==> config.mk <==
export PLATFORM = sky130hd
export DESIGN_NAME = hilo_mdu
export DESIGN_NICKNAME = d
export VERILOG_FILES = /design/src/rtl/hilo_mdu.sv
export SDC_FILE = /design/constraint.sdc
export NUM_CORES = 2
export LEC_CHECK = 0
export BUFFER_PORTS_ARGS = -buffer_cell sky130_fd_sc_hd__buf_2
export CORE_MARGIN = 3
export CORE_UTILIZATION = 66
export DETAILED_ROUTE_END_ITERATION = 7
export HOLD_SLACK_MARGIN = 0.08
export PLACE_DENSITY = 0.84
export SYNTH_ARGS = -nofsm -noshare
export SYNTH_HDL_FRONTEND = slang
export SYNTH_SLANG_ARGS = --single-unit
==> constraint.sdc <==
create_clock -name clk -period 9.3 [get_ports clk]
set_input_delay 0.93 -clock clk [delete_from_list [all_inputs] [get_ports clk]]
set_output_delay 0.93 -clock clk [all_outputs]
set_load 0.005 [all_outputs]
==> src/rtl/hilo_mdu.sv <==
// hilo_mdu: multiply/divide unit that owns the HI/LO register pair.
//
// A request is accepted in IDLE when start=1. The operands are captured,
// and busy stays high for the length of the operation: MUL_CYCLES cycles
// for MULT/MULTU, or 33 cycles for DIV/DIVU (32 restoring steps plus one
// sign-fix cycle). On the final busy edge the result is written into
// HI/LO, and done pulses for one cycle. The pipeline can also write HI/LO
// directly. When a direct write lands on the same edge as a completion,
// the MDU result takes priority.
//
// Ports
//   clk                 rising-edge clock
//   reset               asynchronous active-high reset
//   start               operation request (ignored while busy)
//   op[1:0]             00 MULT, 01 MULTU, 10 DIV, 11 DIVU
//   a, b [31:0]         operands (a = dividend, b = divisor)
//   busy                operation in flight
//   done                one-cycle pulse, HI/LO just updated by the MDU
//   hi_write, lo_write  direct write enables for HI / LO
//   hi_data, lo_data    direct write data
//   hi, lo [31:0]       HI/LO register contents (no bypass)
module hilo_mdu #(
  parameter int MUL_CYCLES = 3
) (
  input  logic        clk,
  input  logic        reset,
  input  logic        start,
  input  logic [1:0]  op,
  input  logic [31:0] a,
  input  logic [31:0] b,
  output logic        busy,
  output logic        done,
  input  logic        hi_write,
  input  logic        lo_write,
  input  logic [31:0] hi_data,
  input  logic [31:0] lo_data,
  output logic [31:0] hi,
  output logic [31:0] lo
);

  typedef enum logic [1:0] {
    S_IDLE = 2'd0,
    S_MUL  = 2'd1,
    S_DIV  = 2'd2
  } state_t;

  state_t      state_q, state_d;
  logic [5:0]  cnt_q, cnt_d;
  logic        done_q;

  logic [31:0] a_q;         // raw dividend / multiplicand
  logic [31:0] b_q;         // raw multiplier
  logic        signed_q;    // MULT or DIV
  logic        qneg_q;      // quotient must be negated at sign fix
  logic        rneg_q;      // remainder must be negated at sign fix
  logic [31:0] quo_q;       // dividend magnitude shifting out, quotient shifting in
  logic [31:0] rem_q;       // partial remainder
  logic [31:0] dvs_q;       // divisor magnitude
  logic [31:0] hi_q, lo_q;

  logic        accept;
  logic        mul_last, div_last, complete;
  logic        div_signed;
  logic [31:0] mag_a, mag_b;
  logic [32:0] rem_shift, rem_diff;
  logic        rem_ge;
  logic [31:0] step_rem, step_quo;
  logic [31:0] q_fix, r_fix;
  logic [63:0] product;

  assign accept     = (state_q == S_IDLE) && start;
  assign mul_last   = (state_q == S_MUL) && (cnt_q == 6'(MUL_CYCLES - 1));
  assign div_last   = (state_q == S_DIV) && (cnt_q == 6'd32);
  assign complete   = mul_last || div_last;

  // Operand magnitudes for the divider, taken straight from the input pins
  // at acceptance. Negating 0x80000000 gives 0x80000000, which is the
  // correct unsigned magnitude.
  assign div_signed = ~op[0];
  assign mag_a      = (div_signed && a[31]) ? (~a + 32'd1) : a;
  assign mag_b      = (div_signed && b[31]) ? (~b + 32'd1) : b;

  // One restoring step. The shifted remainder is less than twice the
  // divisor, so a borrow out of bit 32 means "did not fit".
  assign rem_shift  = {rem_q, quo_q[31]};
  assign rem_diff   = rem_shift - {1'b0, dvs_q};
  assign rem_ge     = ~rem_diff[32];
  assign step_rem   = rem_ge ? rem_diff[31:0] : rem_shift[31:0];
  assign step_quo   = {quo_q[30:0], rem_ge};

  assign q_fix      = qneg_q ? (~quo_q + 32'd1) : quo_q;
  assign r_fix      = rneg_q ? (~rem_q + 32'd1) : rem_q;

  // Sign- or zero-extend to 64 bits. The low 64 bits of the product are
  // then exact for both the signed and the unsigned case.
  assign product = $signed({{32{signed_q & a_q[31]}}, a_q}) *
                   $signed({{32{signed_q & b_q[31]}}, b_q});

  // ---------------- FSM: state register ----------------
  always_ff @(posedge clk or posedge reset) begin
    if (reset) begin
      state_q <= S_IDLE;
      cnt_q   <= 6'd0;
    end else begin
      state_q <= state_d;
      cnt_q   <= cnt_d;
    end
  end

  // ---------------- FSM: next state ----------------
  always_comb begin
    state_d = state_q;
    cnt_d   = cnt_q;
    case (state_q)
      S_IDLE: begin
        if (start) begin
          state_d = op[1] ? S_DIV : S_MUL;
          cnt_d   = 6'd0;
        end
      end
      S_MUL: begin
        if (mul_last) begin
          state_d = S_IDLE;
          cnt_d   = 6'd0;
        end else begin
          cnt_d = cnt_q + 6'd1;
        end
      end
      S_DIV: begin
        if (div_last) begin
          state_d = S_IDLE;
          cnt_d   = 6'd0;
        end else begin
          cnt_d = cnt_q + 6'd1;
        end
      end
      default: begin
        state_d = S_IDLE;
        cnt_d   = 6'd0;
      end
    endcase
  end

  // ---------------- FSM: outputs ----------------
  always_comb begin
    busy = (state_q != S_IDLE);
    done = done_q;
  end

  // done is high in the cycle after the completion edge. By then the state
  // is already IDLE, so done and busy can never overlap.
  always_ff @(posedge clk or posedge reset) begin
    if (reset) begin
      done_q <= 1'b0;
    end else begin
      done_q <= complete;
    end
  end

  // ---------------- operand capture and divider datapath ----------------
  always_ff @(posedge clk or posedge reset) begin
    if (reset) begin
      a_q      <= 32'd0;
      b_q      <= 32'd0;
      signed_q <= 1'b0;
      qneg_q   <= 1'b0;
      rneg_q   <= 1'b0;
      quo_q    <= 32'd0;
      rem_q    <= 32'd0;
      dvs_q    <= 32'd0;
    end else if (accept) begin
      a_q      <= a;
      b_q      <= b;
      signed_q <= div_signed;
      qneg_q   <= div_signed & (a[31] ^ b[31]);
      rneg_q   <= div_signed & a[31];
      quo_q    <= mag_a;
      rem_q    <= 32'd0;
      dvs_q    <= mag_b;
    end else if ((state_q == S_DIV) && !cnt_q[5]) begin
      rem_q <= step_rem;
      quo_q <= step_quo;
    end
  end

  // ---------------- HI/LO registers ----------------
  always_ff @(posedge clk or posedge reset) begin
    if (reset) begin
      hi_q <= 32'd0;
      lo_q <= 32'd0;
    end else if (complete) begin
      if (state_q == S_MUL) begin
        hi_q <= product[63:32];
        lo_q <= product[31:0];
      end else if (dvs_q == 32'd0) begin
        // Divide by zero: the quotient saturates and the raw dividend is
        // returned, whatever the signedness.
        hi_q <= a_q;
        lo_q <= 32'hFFFF_FFFF;
      end else begin
        hi_q <= r_fix;
        lo_q <= q_fix;
      end
    end else begin
      if (hi_write) hi_q <= hi_data;
      if (lo_write) lo_q <= lo_data;
    end
  end

  assign hi = hi_q;
  assign lo = lo_q;

endmodule

# After elaboration in Yosys (flattened, before gate mapping)
# Index checks and enable logic that the tools add are counted.
totals:
  latch_bits: 0
  regBits: 236
  ram_bits: 0
  rom_bits: 0
  word_cells: 79
  n_memories: 0
classes:
  n_eq_ne: 7
  shift: 0
  addsub: 6
  muxes: 26
  n_lt_le_gt_ge: 0
  n_mul: 1
  bitwise_logic: 11
  n_div: 0
  n_reduce_logical: 15
op_table:
  columns: ["operator", "count"]
  rows:
  - ["32-bit 2-to-1 mux", 17]
  - ["32-bit by 1-bit adder with 32-bit output, second input constant", 4]
  - ["32-bit NOT", 4]
  - ["33-bit by 33-bit multiplier with 64-bit output", 1]
  - ["33-bit by 32-bit subtractor with 33-bit output", 1]
  - ["32-bit logical NOT", 1]
  - ["6-bit 2-to-1 mux", 3]
  - ["6-bit one-hot mux with 3 select lines", 1]
  - ["2-bit 2-to-1 mux", 4]
  - ["2-bit nonzero test", 4]
  - ["6-bit by 1-bit adder with 6-bit output, second input constant", 1]
  - ["6-bit by 2-bit == test with 1-bit output, second input constant", 1]
  - ["6-bit == test, second input constant", 1]
  - ["1-bit logical AND", 6]
  - ["2-bit != test, second input constant", 3]
  - ["2-bit one-hot mux with 3 select lines", 1]
  - ["1-bit AND", 4]
  - ["3-bit AND reduction", 1]
  - ["2-bit by 1-bit == test with 1-bit output, second input constant", 1]
  - ["2-bit == test, second input constant", 1]
  - ["2-bit logical NOT", 1]
  - ["1-bit NOT", 2]
  - ["1-bit logical NOT", 1]
  - ["1-bit logical OR", 1]
  - ["1-bit XOR", 1]

# Logic depth before layout (Yosys ltp)
depth:
  depth_word: 6
  depth_mapped: 32
  mapped_depth_nobuf: 29

# Worst setup path before layout
# No wires, ideal clock.
synth_timing:
  path_type: "register to register"
  startpoint: "reg a_q[31]"
  endpoint: "reg hi_q[24], in the netlist hi[24]"
  path_slack_ns: 1.398
  n_path_buf: 3
  path_stages_with_launch: 30
  setup_time_ns: 0.104
  required_ns: 9.196
  arrival_ns: 7.798
  synth_period_minus_slack_ns: 7.902
  cell_sequence: "dfrtp_1 > clkbuf_1 > and2_1 > clkbuf_1 > nand2_1 > inv_1 > fa_1 > inv_1 > fa_1 > inv_1 > fa_1 > fa_1 > inv_1 > fa_1 > inv_1 > fa_1 > inv_1 > fa_1 > fa_1 > inv_1 > ha_1 > clkbuf_1 > nand3_1 > nor2_1 > nand4_1 > a21oi_1 > o21ai_0 > nor2_1 > mux2_2 > a221oi_1"
synth_via:
  elab_chain_cells: 4
synth_rtl:
  columns: ["item", "line", "rtl"]
  rows:
  - ["start, declared", "51", "logic [31:0] a_q;"]
  - ["start signal, assigned", "163", "a_q <= 32'd0;"]
  - ["start signal, assigned", "172", "a_q <= a;"]
  - ["1-bit AND", "96", "assign product = $signed({{32{signed_q & a_q[31]}}, a_q}) *"]
  - ["33-bit by 33-bit multiplier with 64-bit output *", "96", null]
  - ["32-bit 2-to-1 mux *", "192", "if (state_q == S_MUL) begin"]
  - ["32-bit 2-to-1 mux *", "191", "end else if (complete) begin"]
  - ["end signal, assigned", "193", "hi_q <= product[63:32];"]
  - ["end signal, assigned", "198", "hi_q <= a_q;"]
  - ["end signal, assigned", "201", "hi_q <= r_fix;"]
  - ["end, declared", "59", "logic [31:0] hi_q, lo_q;"]
# Every way passes the cells marked *; elsewhere a longest branch is shown, timed or not.
# A chain may end at the register's enable or synchronous reset.

# Worst setup path in the final report
layout_timing:
  startpoint: "reg b_q[11]"
  endpoint: "reg hi_q[25], in the netlist hi[25]"
layout_via:
  elab_chain_cells: 3
layout_rtl:
  columns: ["item", "line", "rtl"]
  rows:
  - ["start, declared", "52", "logic [31:0] b_q;"]
  - ["start signal, assigned", "164", "b_q <= 32'd0;"]
  - ["start signal, assigned", "173", "b_q <= b;"]
  - ["33-bit by 33-bit multiplier with 64-bit output", "96", null]
  - ["32-bit 2-to-1 mux", "192", null]
  - ["32-bit 2-to-1 mux", "191", null]
# No other way between the ends.

==> results.json <==
{
  "synth_enable_flop_cells": 0,
  "die_area_sq_mm": 0.0835,
  "cts_buffer_depth": 3,
  "drc": 0,
  "design_area_sq_mm": 0.0556,
  "setup_violations": 0,
  "slowest_delay_ns": 0.78,
  "worst_pin_slew_ns": 1.33,
  "cp_top_family": "adder cells",
  "start_kind": "flop",
  "cp_common_cell": "fa_1",
  "ys_seq_elements": 235,
  "synth_top_area_share_pct": 42.6,
  "die_width_um": 289,
  "cp.depth": 25,
  "drtIter0Drc": 3992,
  "viasPerCell": 6.08,
  "cts_buffers": 25,
  "ys_top_cells_by_area": "fa_1 (43%), dfrtp_1 (11%), inv_1 (8.4%)",
  "yosysUniqueCellTypes": 68,
  "yosys.area.top_type": "fa_1",
  "rows": 103,
  "final.setup.worst_slack_ns": 0.157,
  "dp_hpwl_um": 126000,
  "cts_setup_buffers": 0,
  "cp-startpoint": "b_q[11]$_DFFE_PP0P_",
  "synth-main-ff-cell": "dfrtp_1",
  "syn_area_sq_mm": 0.0529,
  "first_pass_iters": 6,
  "maxCapViolCount": 0,
  "crit_slowest_cell": "dfrtp_1",
  "holdPathStages": 2,
  "maxSlewViolCount": 0,
  "portBuffers": 200,
  "num_vias": 43000,
  "relSlewSlack_pct": 11.2,
  "clk_latency_ns": 0.59,
  "dpl_worst_slack_ns": 0.218,
  "gp_congestion": 1.00,
  "syn_avg_cell_area_sq_um": 8.80,
  "period_share_pct": 98.3,
  "fin_skew_ns": 0.0184,
  "core-area_sq_mm": 0.0791,
  "initial_utilization_pct": 66.8,
  "wirelength_um": 156000,
  "required_ns": 9.78,
  "ys_warn_count": 0,
  "hold_path.class": "reg -> reg",
  "final_hold_viol_count": 0,
  "worst_setup_path_end_kind": "flop",
  "ant_nets": 0,
  "min_from": "b_q[30]$_DFFE_PP0P_",
  "grt_max_degree": 112,
  "ys_async_sr_fraction_pct": 100,
  "crit_arrival_ns": 9.62,
  "reg2reg_depth": 25,
  "syn-num-nets": 7521,
  "path_buf_inv": 5,
  "grt_overflow_total": 0,
  "drive_gt1_share_pct": 6.68,
  "path_clk_slew_ns": 0.07,
  "h-tree-depth": 1,
  "grtUsageTotal_pct": 38.6,
  "final_cell_mix": "inv_1 (1,184), fa_1 (1,126), nand2_1 (1,094)",
  "grt_pass1_vias": 46100,
  "outcome": "completed",
  "synthToLayoutAreaGrowth_pct": 5.18,
  "wire_per_inst_um": 22.2,
  "die_h_um": 289,
  "synthCells": 6006,
  "fmax_mhz": 109,
  "cts.sinks": 235,
  "nNetsFinal": 7505,
  "crit_type": "reg -> reg",
  "cts_tree": "yes",
  "post_cts_resized": 0,
  "fin_tns_setup_ns": 0,
  "pin_count": 201,
  "cts_root_buf": "clkbuf_16",
  "period_needed_ns": 9.14,
  "worst-path-max-fanout": 19,
  "hold_buffers": 0,
  "rsz0062_at_grt": "no",
  "seq_area_frac_synth_pct": 11.1,
  "fin_util_pct": 70.3,
  "r2r-start": "b_q[11]$_DFFE_PP0P_",
  "mostFrequentLayoutCell": "inv_1",
  "dpl_cell_area_sq_mm": 0.0548,
  "grt_pass1_wl_um": 248000,
  "antenna_found_initial": 8
}
synth_stat cells (21+ instances only):
cell type  instances
o21ai_0          189
inv_1           1185
nand2_1         1096
clkbuf_1         349
and3_1            28
dfrtp_1          235
nor2_1           174
nand3_1           32
xnor2_1          128
a21o_1            50
nor2b_1           21
a211oi_1          55
xor2_1            93
ha_1             254
fa_1            1126
and2_1           352
a31oi_1           49
mux2i_1           88
o221ai_1          22
a21oi_1          180
nor3_1            34
o31ai_1           33
cell type report:
cell class              count  area, sq um
flip-flops and latches    235         5890
clock inverters            10         77.6
multi-input cells        4222        41200
well taps                1050         1310
fillers                  5971        23500
inverters                1186         4460
repair buffers            320         1980
clock buffers              33          676
diodes                      4         10.0
worst reg2reg max path: stages, from the launching register on:
cell and delay [ns]:
dfrtp_1 0.78, buf_4 0.39, and2_1 0.19, fa_1 0.45, fa_1 0.58, inv_1 0.07
fa_1 0.53, inv_1 0.06, fa_1 0.50, fa_1 0.63, fa_1 0.45, fa_1 0.49
inv_1 0.05, fa_1 0.54, inv_1 0.06, ha_1 0.45, nand4_1 0.25, or3_1 0.37
a311o_1 0.34, a21oi_1 0.41, o21ai_1 0.28, nor3_2 0.31, o41a_1 0.22, o21ai_1 0.09
mux2_2 0.28, a221oi_1 0.28
through the flow:
stage | cells | hold WS, ns
final | 7060 | 0.480
after global routing | 7057 | 0.525
after CTS | 7056 | 0.480
after detailed placement | 7013 | 0.464
after global placement | 7013 | 0.461
after floorplan | 6006 | 0.469
sequential cells by signal (all words and copies together) (netlist names):
signal	flops
rem_q	32
qneg_q	1
cnt_q	6
signed_q	1
a_q	32
dvs_q	31
rneg_q	1
b_q	32
state_q	2
done	1
lo	32
hi	32
quo_q	32
worst paths after layout:
path,end,slack [ns]
min reg2reg,b_q[30]$_DFFE_PP0P_,0.48
min in group asynchronous,quo_q[3]$_DFFE_PP0P_,0.51
max,hi[25]$_DFFE_PP0P_,0.16
max reg2reg,hi[25]$_DFFE_PP0P_,0.16
max in group asynchronous,b_q[19]$_DFFE_PP0P_,7.35
min,b_q[30]$_DFFE_PP0P_,0.48
cells by family (layout without fill, tap and decap cells):
| logic type | count (synthesis) | after routing | synth area share (%) |
|---|---|---|---|
| AO/OA/AOI/OAI | 690 | 690 | 8.14 |
| XOR/XNOR | 221 | 221 | 3.66 |
| adder cells (fa/ha/maj) | 1380 | 1380 | 48.7 |
| buffers and inverters | 1549 | 1549 | 11.0 |
| flip-flops | 235 | 235 | 11.1 |
| multiplexers | 90 | 90 | 1.71 |
| other | 0 | 4 | 0 |
| AND/OR/NAND/NOR | 1841 | 1841 | 15.7 |
metal layers:
| metal | vias to the layer above | share of wire [%] | track usage (%) |
|---|---|---|---|
| met5 | - | 0.033 | 0 |
| met4 | 8 | 7.9 | 24.3 |
| met3 | 776 | 10 | 7.89 |
| met2 | 2603 | 47 | 62.6 |
| met1 | 21500 | 34 | 47.5 |
| li1 | 18100 | - | - |
Power is not shown: default switching activity piles up to over one toggle a cycle in this logic, so the estimate is an artifact.
